[config.mk]
export PLATFORM = sky130hd
export DESIGN_NAME = prefix_adder_pipe
export DESIGN_NICKNAME = d
export VERILOG_FILES = /design/src/rtl/prefix_adder_pkg.sv /design/src/rtl/prefix_adder_pipe_cell.sv /design/src/rtl/prefix_adder_pipe.sv
export SDC_FILE = /design/constraint.sdc
export NUM_CORES = 1
export LEC_CHECK = 0
export ABC_AREA = 1
export CAP_MARGIN = 15
export CORE_MARGIN = 4
export CORE_UTILIZATION = 58
export DETAILED_ROUTE_END_ITERATION = 10
export DONT_BUFFER_PORTS = 1
export GPL_TIMING_DRIVEN = 0
export PLACE_DENSITY = 0.76
export SLEW_MARGIN = 40
export SYNTH_ARGS = -nofsm -noshare
export SYNTH_HDL_FRONTEND = slang
export SYNTH_SLANG_ARGS = --single-unit
[constraint.sdc]
create_clock -name clk -period 1.04 [get_ports clk]
set_input_delay 0.208 -clock clk [delete_from_list [all_inputs] [get_ports clk]]
set_output_delay 0.208 -clock clk [all_outputs]
set_load 0.02 [all_outputs]
[src/rtl/prefix_adder_pkg.sv]
// Shared constants for the pipelined parallel-prefix adder: operation
// encodings and the bit positions of the {N,Z,C,V} flags.
package prefix_adder_pkg;

    localparam logic [1:0] OP_ADD = 2'b00;
    localparam logic [1:0] OP_ADC = 2'b01;
    localparam logic [1:0] OP_SUB = 2'b10;
    localparam logic [1:0] OP_SBC = 2'b11;

    localparam int FLAG_N = 3;
    localparam int FLAG_Z = 2;
    localparam int FLAG_C = 1;
    localparam int FLAG_V = 0;

endpackage

[src/rtl/prefix_adder_pipe_cell.sv]
// Black cell of the prefix tree: merges a high group (Gh,Ph) with the
// adjacent lower group (Gl,Pl) into one wider generate/propagate group.
module prefix_pg_cell (
    input  logic g_hi,
    input  logic p_hi,
    input  logic g_lo,
    input  logic p_lo,
    output logic g_out,
    output logic p_out
);

    assign g_out = g_hi | (p_hi & g_lo);
    assign p_out = p_hi & p_lo;

endmodule

[src/rtl/prefix_adder_pipe.sv]
// Pipelined Kogge-Stone adder/subtractor with valid/ready handshake.
// Define PREFIX_ADDER_FLAGS_EN to build the {N,Z,C,V} flag path; otherwise flags are tied to 0.
module prefix_adder_pipe
    import prefix_adder_pkg::*;
#(
    parameter int WIDTH  = 32,
    parameter int STAGES = 2
) (
    input  logic             clk,
    input  logic             reset_n,
    input  logic             in_valid,
    output logic             in_ready,
    input  logic [WIDTH-1:0] a,
    input  logic [WIDTH-1:0] b,
    input  logic             cin,
    input  logic [1:0]       op,
    output logic             out_valid,
    input  logic             out_ready,
    output logic [WIDTH-1:0] sum,
    output logic [3:0]       flags
);

    localparam int LOG = $clog2(WIDTH);
    localparam int NL  = LOG + 1;

    // Internal bank k sits after level ((k+1)*NL)/STAGES - 1; never after the last level.
    function automatic int bank_after(input int lvl);
        int bank = -1;
        for (int k = 0; k < STAGES - 1; k++) begin
            if (((k + 1) * NL) / STAGES - 1 == lvl) bank = k;
        end
        return bank;
    endfunction

    logic [STAGES-1:0] valid_q, valid_d, load, cap;
    logic [STAGES:0]   chain_v;

    assign chain_v = {valid_q, in_valid};

    // A stage loads unless it and every stage after it are full with the output blocked.
    always_comb begin
        load    = '0;
        cap     = '0;
        valid_d = valid_q;
        for (int k = 0; k < STAGES; k++) begin
            load[k] = out_ready;
            for (int j = k; j < STAGES; j++) begin
                if (!valid_q[j]) load[k] = 1'b1;
            end
            cap[k] = load[k] & chain_v[k];
            if (load[k]) valid_d[k] = chain_v[k];
        end
    end

    always_ff @(posedge clk or negedge reset_n) begin
        if (!reset_n) valid_q <= '0;
        else          valid_q <= valid_d;
    end

    assign in_ready  = load[0];
    assign out_valid = valid_q[STAGES-1];

    logic [WIDTH-1:0] b_eff;
    logic             c_in;

    always_comb begin
        b_eff = b;
        c_in  = 1'b0;
        case (op)
            OP_ADD:  begin b_eff = b;  c_in = 1'b0; end
            OP_ADC:  begin b_eff = b;  c_in = cin;  end
            OP_SUB:  begin b_eff = ~b; c_in = 1'b1; end
            OP_SBC:  begin b_eff = ~b; c_in = cin;  end
            default: begin b_eff = b;  c_in = 1'b0; end
        endcase
    end

    // Level outputs (g_o..) and the values feeding the next level (g_s..), registered or not.
    logic [WIDTH-1:0] g_o [NL];
    logic [WIDTH-1:0] p_o [NL];
    logic [WIDTH-1:0] x_o [NL];
    logic             c_o [NL];
    logic [WIDTH-1:0] g_s [NL];
    logic [WIDTH-1:0] p_s [NL];
    logic [WIDTH-1:0] x_s [NL];
    logic             c_s [NL];

    for (genvar l = 0; l < NL; l++) begin : g_level
        if (l == 0) begin : g_bitwise
            logic [WIDTH-1:0] g_raw, p_raw;
            logic             g_fold, p_fold;
            assign g_raw = a & b_eff;
            assign p_raw = a | b_eff;
            prefix_pg_cell u_cin_cell (
                .g_hi  (g_raw[0]),
                .p_hi  (p_raw[0]),
                .g_lo  (c_in),
                .p_lo  (1'b0),
                .g_out (g_fold),
                .p_out (p_fold)
            );
            assign g_o[0] = {g_raw[WIDTH-1:1], g_fold};
            assign p_o[0] = {p_raw[WIDTH-1:1], p_fold};
            assign x_o[0] = a ^ b_eff;
            assign c_o[0] = c_in;
        end else begin : g_prefix
            localparam int D = 1 << (l - 1);
            logic [WIDTH-1:0] g_n, p_n;
            for (genvar i = 0; i < WIDTH; i++) begin : g_node
                if (i >= D) begin : g_black
                    prefix_pg_cell u_cell (
                        .g_hi  (g_s[l-1][i]),
                        .p_hi  (p_s[l-1][i]),
                        .g_lo  (g_s[l-1][i-D]),
                        .p_lo  (p_s[l-1][i-D]),
                        .g_out (g_n[i]),
                        .p_out (p_n[i])
                    );
                end else begin : g_pass
                    assign g_n[i] = g_s[l-1][i];
                    assign p_n[i] = p_s[l-1][i];
                end
            end
            assign g_o[l] = g_n;
            assign p_o[l] = p_n;
            assign x_o[l] = x_s[l-1];
            assign c_o[l] = c_s[l-1];
        end
    end

    for (genvar l = 0; l < NL; l++) begin : g_cut
        localparam int BK = bank_after(l);
        if (BK >= 0) begin : g_bank
            logic [WIDTH-1:0] g_q, g_d, p_q, p_d, x_q, x_d;
            logic             c_q, c_d;

            always_comb begin
                g_d = g_q;
                p_d = p_q;
                x_d = x_q;
                c_d = c_q;
                if (cap[BK]) begin
                    g_d = g_o[l];
                    p_d = p_o[l];
                    x_d = x_o[l];
                    c_d = c_o[l];
                end
            end

            always_ff @(posedge clk or negedge reset_n) begin
                if (!reset_n) begin
                    g_q <= '0;
                    p_q <= '0;
                    x_q <= '0;
                    c_q <= 1'b0;
                end else begin
                    g_q <= g_d;
                    p_q <= p_d;
                    x_q <= x_d;
                    c_q <= c_d;
                end
            end

            assign g_s[l] = g_q;
            assign p_s[l] = p_q;
            assign x_s[l] = x_q;
            assign c_s[l] = c_q;
        end else begin : g_wire
            assign g_s[l] = g_o[l];
            assign p_s[l] = p_o[l];
            assign x_s[l] = x_o[l];
            assign c_s[l] = c_o[l];
        end
    end

    // Carry into bit i is the group generate of bits i-1 down to the carry-in.
    logic [WIDTH-1:0] carry, sum_new, sum_d, sum_q;

    always_comb begin
        carry   = {g_s[LOG][WIDTH-2:0], c_s[LOG]};
        sum_new = x_s[LOG] ^ carry;
        sum_d   = sum_q;
        if (cap[STAGES-1]) sum_d = sum_new;
    end

    always_ff @(posedge clk or negedge reset_n) begin
        if (!reset_n) sum_q <= '0;
        else          sum_q <= sum_d;
    end

    assign sum = sum_q;

`ifdef PREFIX_ADDER_FLAGS_EN
    logic [3:0] flags_new, flags_d, flags_q;

    always_comb begin
        flags_new         = '0;
        flags_new[FLAG_N] = sum_new[WIDTH-1];
        flags_new[FLAG_Z] = ~|sum_new;
        flags_new[FLAG_C] = g_s[LOG][WIDTH-1];
        flags_new[FLAG_V] = carry[WIDTH-1] ^ g_s[LOG][WIDTH-1];
        flags_d           = flags_q;
        if (cap[STAGES-1]) flags_d = flags_new;
    end

    always_ff @(posedge clk or negedge reset_n) begin
        if (!reset_n) flags_q <= '0;
        else          flags_q <= flags_d;
    end

    assign flags = flags_q;
`else
    assign flags = 4'b0000;
`endif

endmodule

* Yosys cells after proc, flatten, opt, wreduce, memory -nomap -nowiden *
Index checks and enable logic that the tools add are counted.

word-level totals
  bits in registers = 125
  input port bits = 71
  output and inout port bits = 38
  word-level logic and storage cells = 370

operators by class
  equal/unequal tests = 3
  mux-type cells = 5
  bitwise operators = 351
  reduce and logical (&&, ||, !) cells = 4

operator list
  cell                  count
  $and A1 B1 Y1         221
  $or A1 B1 Y1          125
  $pmux W32 S2          1
  $xor A32 B32 Y32      2
  $and A32 B32 Y32      1
  $not A32 Y32          1
  $or A32 B32 Y32       1
  $reduce_or A2 Y1      3
  $eq A2 B2 Y1 const B  2
  $mux W1               3
  $pmux W1 S3           1
  $eq A2 B1 Y1 const B  1
  $logic_not A2 Y1      1

* Longest topological paths before layout *
  word-level depth = 10
  gate-level depth with buffers = 11
  gate-level depth less buffers = 9

* Hierarchy *
Synthesis repeated with hierarchy kept, for this count alone.

unflattened totals
  cells, all modules = 1377
  area, all modules = 8881.0 um2

modules (own cells, without submodules)
  module             instances  cells an instance  area each (um2)  seq. area each (um2)
  prefix_adder_pipe  1          752                6535.0           3228.1
  prefix_pg_cell     125        5                  18.8             0.0

* Worst setup path after synthesis *
No wires, ideal clock.

  path type = input to register
  start = input op[1]
  end = register g_cut[2].g_bank.g_q[28]
  setup time = 0.134 ns
  arrival = 1.279 ns
  required time = 0.906 ns
  slack = -0.373 ns
  stages = 8
  buffers on the path = 2
  cells stage by stage = buf_2 -> buf_4 -> xnor2_1 -> inv_1 -> ha_1 -> o21bai_1 -> a21oi_1 -> o21ai_0

on the way
  longest elaborated chain between the ends = 8
  elaborated cells between the ends (all ways) = 16
  classes of those cells = eq/ne (3); mux (1); bitwise (9); reduce/logical (3)

RTL lines
  what                                                        RTL line                                          text
  start, declared                                             prefix_adder_pipe.sv:16                           input logic [1:0] op,
  $eq A2 B2 Y1, or another cell as far along                  prefix_adder_pipe.sv:69                           case (op)
  $reduce_or A2 Y1 (no source line)                           --
  $pmux W32 S2 (*)                                            prefix_adder_pipe.sv:69
  $or A32 B32 Y32 / $and A32 B32 Y32 (equally long branches)  prefix_adder_pipe.sv:93, prefix_adder_pipe.sv:92
  $and A1 B1 Y1                                               prefix_adder_pipe_cell.sv:12                      assign g_out = g_hi | (p_hi & g_lo);
  $or A1 B1 Y1                                                prefix_adder_pipe_cell.sv:12
  $and A1 B1 Y1                                               prefix_adder_pipe_cell.sv:12
  $or A1 B1 Y1 (*)                                            prefix_adder_pipe_cell.sv:12
  end signal, assigned                                        prefix_adder_pipe.sv:157                          g_q <= g_d;
  end, declared                                               prefix_adder_pipe.sv:134                          logic [WIDTH-1:0] g_q, g_d, p_q, p_d, x_q, x_d;

Mark *: on every way between the ends. The rest lies on a longest branch, timed or not.
A chain may end at the register's enable or synchronous reset.

* Worst setup path after layout *
  start = register valid_q[1]
  end = register g_cut[2].g_bank.g_q[11]

on the way
  longest elaborated chain between the ends = 2

RTL lines
  what                    RTL line                 text
  start, declared         prefix_adder_pipe.sv:35  logic [STAGES-1:0] valid_q, valid_d, load, cap;
  start signal, assigned  prefix_adder_pipe.sv:57  else valid_q <= valid_d;
  $mux W1                 prefix_adder_pipe.sv:48  if (!valid_q[j]) load[k] = 1'b1;
  via in_ready            prefix_adder_pipe.sv:12  output logic in_ready,
  $and A1 B1 Y1           prefix_adder_pipe.sv:50  cap[k] = load[k] & chain_v[k];

The timed path passes the listed nets, and every way through them passes these cells.

==> results_dict.tcl <==
set metrics [dict create \
    setup_viol 159 \
    setup_tns_ns -33.22 \
    final_hold_viol_count 125 \
    clock-root-buffer "clkbuf_16" \
    coreArea_um2 12700 \
    cts_tree "built" \
    drt_iter0_markers 640 \
    ant_nets 0 \
    worst-setup-path-type "reg -> reg" \
    gr-usage-met1 0.416 \
    crit_arrival_ns 1.71 \
    cts_buffer_depth 2 \
    fin_nets 1173 \
    vdd_drop_max_mv 1.44 \
    dpl_cell_area_um2 8360 \
    gr-usage-met3 0.0868 \
    utilization 0.775 \
    synthTopCellsByCount "312 x nand2_1, 171 x inv_1, 125 x dfrtp_1, 116 x o21ai_0, 62 x ha_1" \
    drv_slew 0 \
    max_cap_viol_count 0 \
    max_freq_ghz 0.721 \
    gr-total-overflow 0 \
    grt_pass1_wl_um 32600 \
    power.density_nw_per_um2 2040 \
    drc 0 \
    area_growth_syn_to_layout_pct 30.5 \
    synth_area_leaders "dfrtp_1 42%, nand2_1 16%, ha_1 10%" \
    num_vias 6644 \
    min_period_over_period 1.33 \
    power.total_w 0.0201 \
    dp_hpwl_um 14900 \
    synth.avg_cell_area_um2 7.57 \
    first_global_vias 6314 \
    synth_ff_type "dfrtp_1" \
    synthDistinctLibCells 24 \
    yosysTopAreaCellShare 0.415 \
    synth_sequential_area_ratio 0.415 \
    avgViaCountPerCell 5.43 \
    grt_usage 0.286 \
    netlist_instances 995 \
    port_buffers 0 \
    finClkSkew_ns 0.00532 \
    die_y_um 122 \
    antenna_found_initial 0 \
    wl_um 21200 \
    ys_seq_elements 125 \
    synth_edf_count 0 \
    endpoint_kind "register" \
    antennaDiodeCount 0 \
    grt_max_degree 126 \
    yosysMostFrequentCell "nand2_1" \
    place_congestion 0.924 \
    start_util 0.594 \
    use_met2 0.419 \
    drive_above_1_share 0.313 \
    fin_crit_ns 1.39 \
    cts_sinks 125 \
    rsz0062_at_grt "true" \
    fillerInstances 900 \
    busiest_layer "met2" \
    setup_ws_ns -0.348 \
    num_rows 41 \
    die_w_um 122 \
    h-tree-depth 4 \
    cts_hold_buf 1 \
    required_ns 1.36 \
    io_pins 109 \
    worstSetupStartpointType "register" \
    final_cell_area_um2 9830 \
    status "finished, violations left" \
    dr.pass1.iters 6 \
    synth.cell_area_um2 7530 \
    violations "negative hold slack, negative setup slack" \
    cts.reportedPaths.clkPinSlew_ns 0.06 \
    dieArea_um2 14900 \
    yosysWarningCount 0 \
    yosysTopAreaCell "dfrtp_1" \
    async_flop_share 1.00 \
    timing.hold.ws_ns -0.511 \
    clk_latency_ns 0.42 \
    holdCritPathClass "in -> async" \
    wl_per_cell_um 17.3 \
    p_leak_nw 5.03 \
    cp_max_fo 10 \
    numCtsBuffers 17 \
]
worst paths after layout:
check	from	end	slack, ns	depth (start not counted)
setup reg to reg	valid_q[1]	g_cut[2].g_bank.g_q[11]	-0.35	6
setup / recovery	valid_q[1]	g_cut[2].g_bank.g_q[11]	-0.35	6
hold reg to reg	g_cut[2].g_bank.g_q[28]	g_cut[2].g_bank.g_q[28]	0.49	2
hold / removal	reset_n	g_cut[2].g_bank.g_q[2]	-0.51	0
max in group asynchronous	reset_n	g_cut[2].g_bank.p_q[25]	1.30	0
min in group clk	op[0]	g_cut[2].g_bank.c_q	0.08	3
sequential cells by signal, indices dropped and copies added, names as in the netlist:
register / flops
g_cut.g_bank.p_q: 27
g_cut.g_bank.c_q: 1
g_cut.g_bank.g_q: 31
valid_q: 2
sum: 32
g_cut.g_bank.x_q: 32
power breakdown:
part | switching, W | internal, W
combinational | 0.00328 | 0.00255
sequential | 0.00195 | 0.00628
clock | 0.00207 | 0.00392
total | 0.00731 | 0.0128
layout make-up:
cell class | count | area [um^2] | share of cell area
clock inverters | 8 | 115 | 0.0117
well taps | 172 | 215 | 0.0219
repair buffers | 23 | 263 | 0.0267
flip-flops and latches | 125 | 3170 | 0.323
multi-input cells | 667 | 4480 | 0.455
plain buffers | 33 | 443 | 0.0451
inverters | 173 | 662 | 0.0674
clock buffers | 23 | 478 | 0.0486
cell families after synthesis:
group | Yosys count | synth area share
and+or+nand+nor | 390 | 0.202
buffers and inverters | 206 | 0.113
AOI/OAI and AO/OA | 163 | 0.110
DFF | 125 | 0.415
adders and majority gates | 62 | 0.103
xor gates and xnor gates | 47 | 0.0547
other | 1 | 0.000498
muxes | 1 | 0.00133
cells in the final DEF (no fill, tap or decap), types with 25 or more instances in the layout:
cell type / count
nand2_1: 239
inv_1: 166
dfrtp_1: 88
o21ai_1: 69
nand2_2: 56
dfrtp_2: 37
a21oi_1: 32
ha_2: 32
ha_1: 30
nand3_1: 29
o21ai_0: 28
nor2_2: 25
routing by layer:
layer,share of wire,vias to the layer above
met1,0.43,3124
met2,0.45,316
li1,-,3161
met4,0.024,0
met5,0,-
met3,0.10,43
worst max-delay path, stage by stage (launching register included):
cell       delay, ns
dfrtp_2         0.46
nand3_4         0.18
nand2_8         0.16
clkbuf_16       0.18
buf_8           0.13
nand2_1         0.05
o21ai_1         0.12
per-stage QoR:
step | cells | setup WS (ns)
5_1_grt | 1224 | -0.386
2_1_floorplan | 998 | -0.237
6_report | 1224 | -0.348
3_3_place_gp | 1170 | -0.357
4_1_cts | 1212 | -0.317
3_5_place_dp | 1170 | -0.420
timing repair:
| item | in CTS | in global routing |
|---|---|---|
| setup endpoints to repair | 159 | 159 |
| pin swaps | 6 | 26 |
| resized for setup | 101 | 142 |
| buffers inserted | 9 | 7 |
| endpoints found under the hold margin | 126 | 125 |
| cloned | 1 | 5 |
Note: power is estimated with default switching activity, not from simulation.
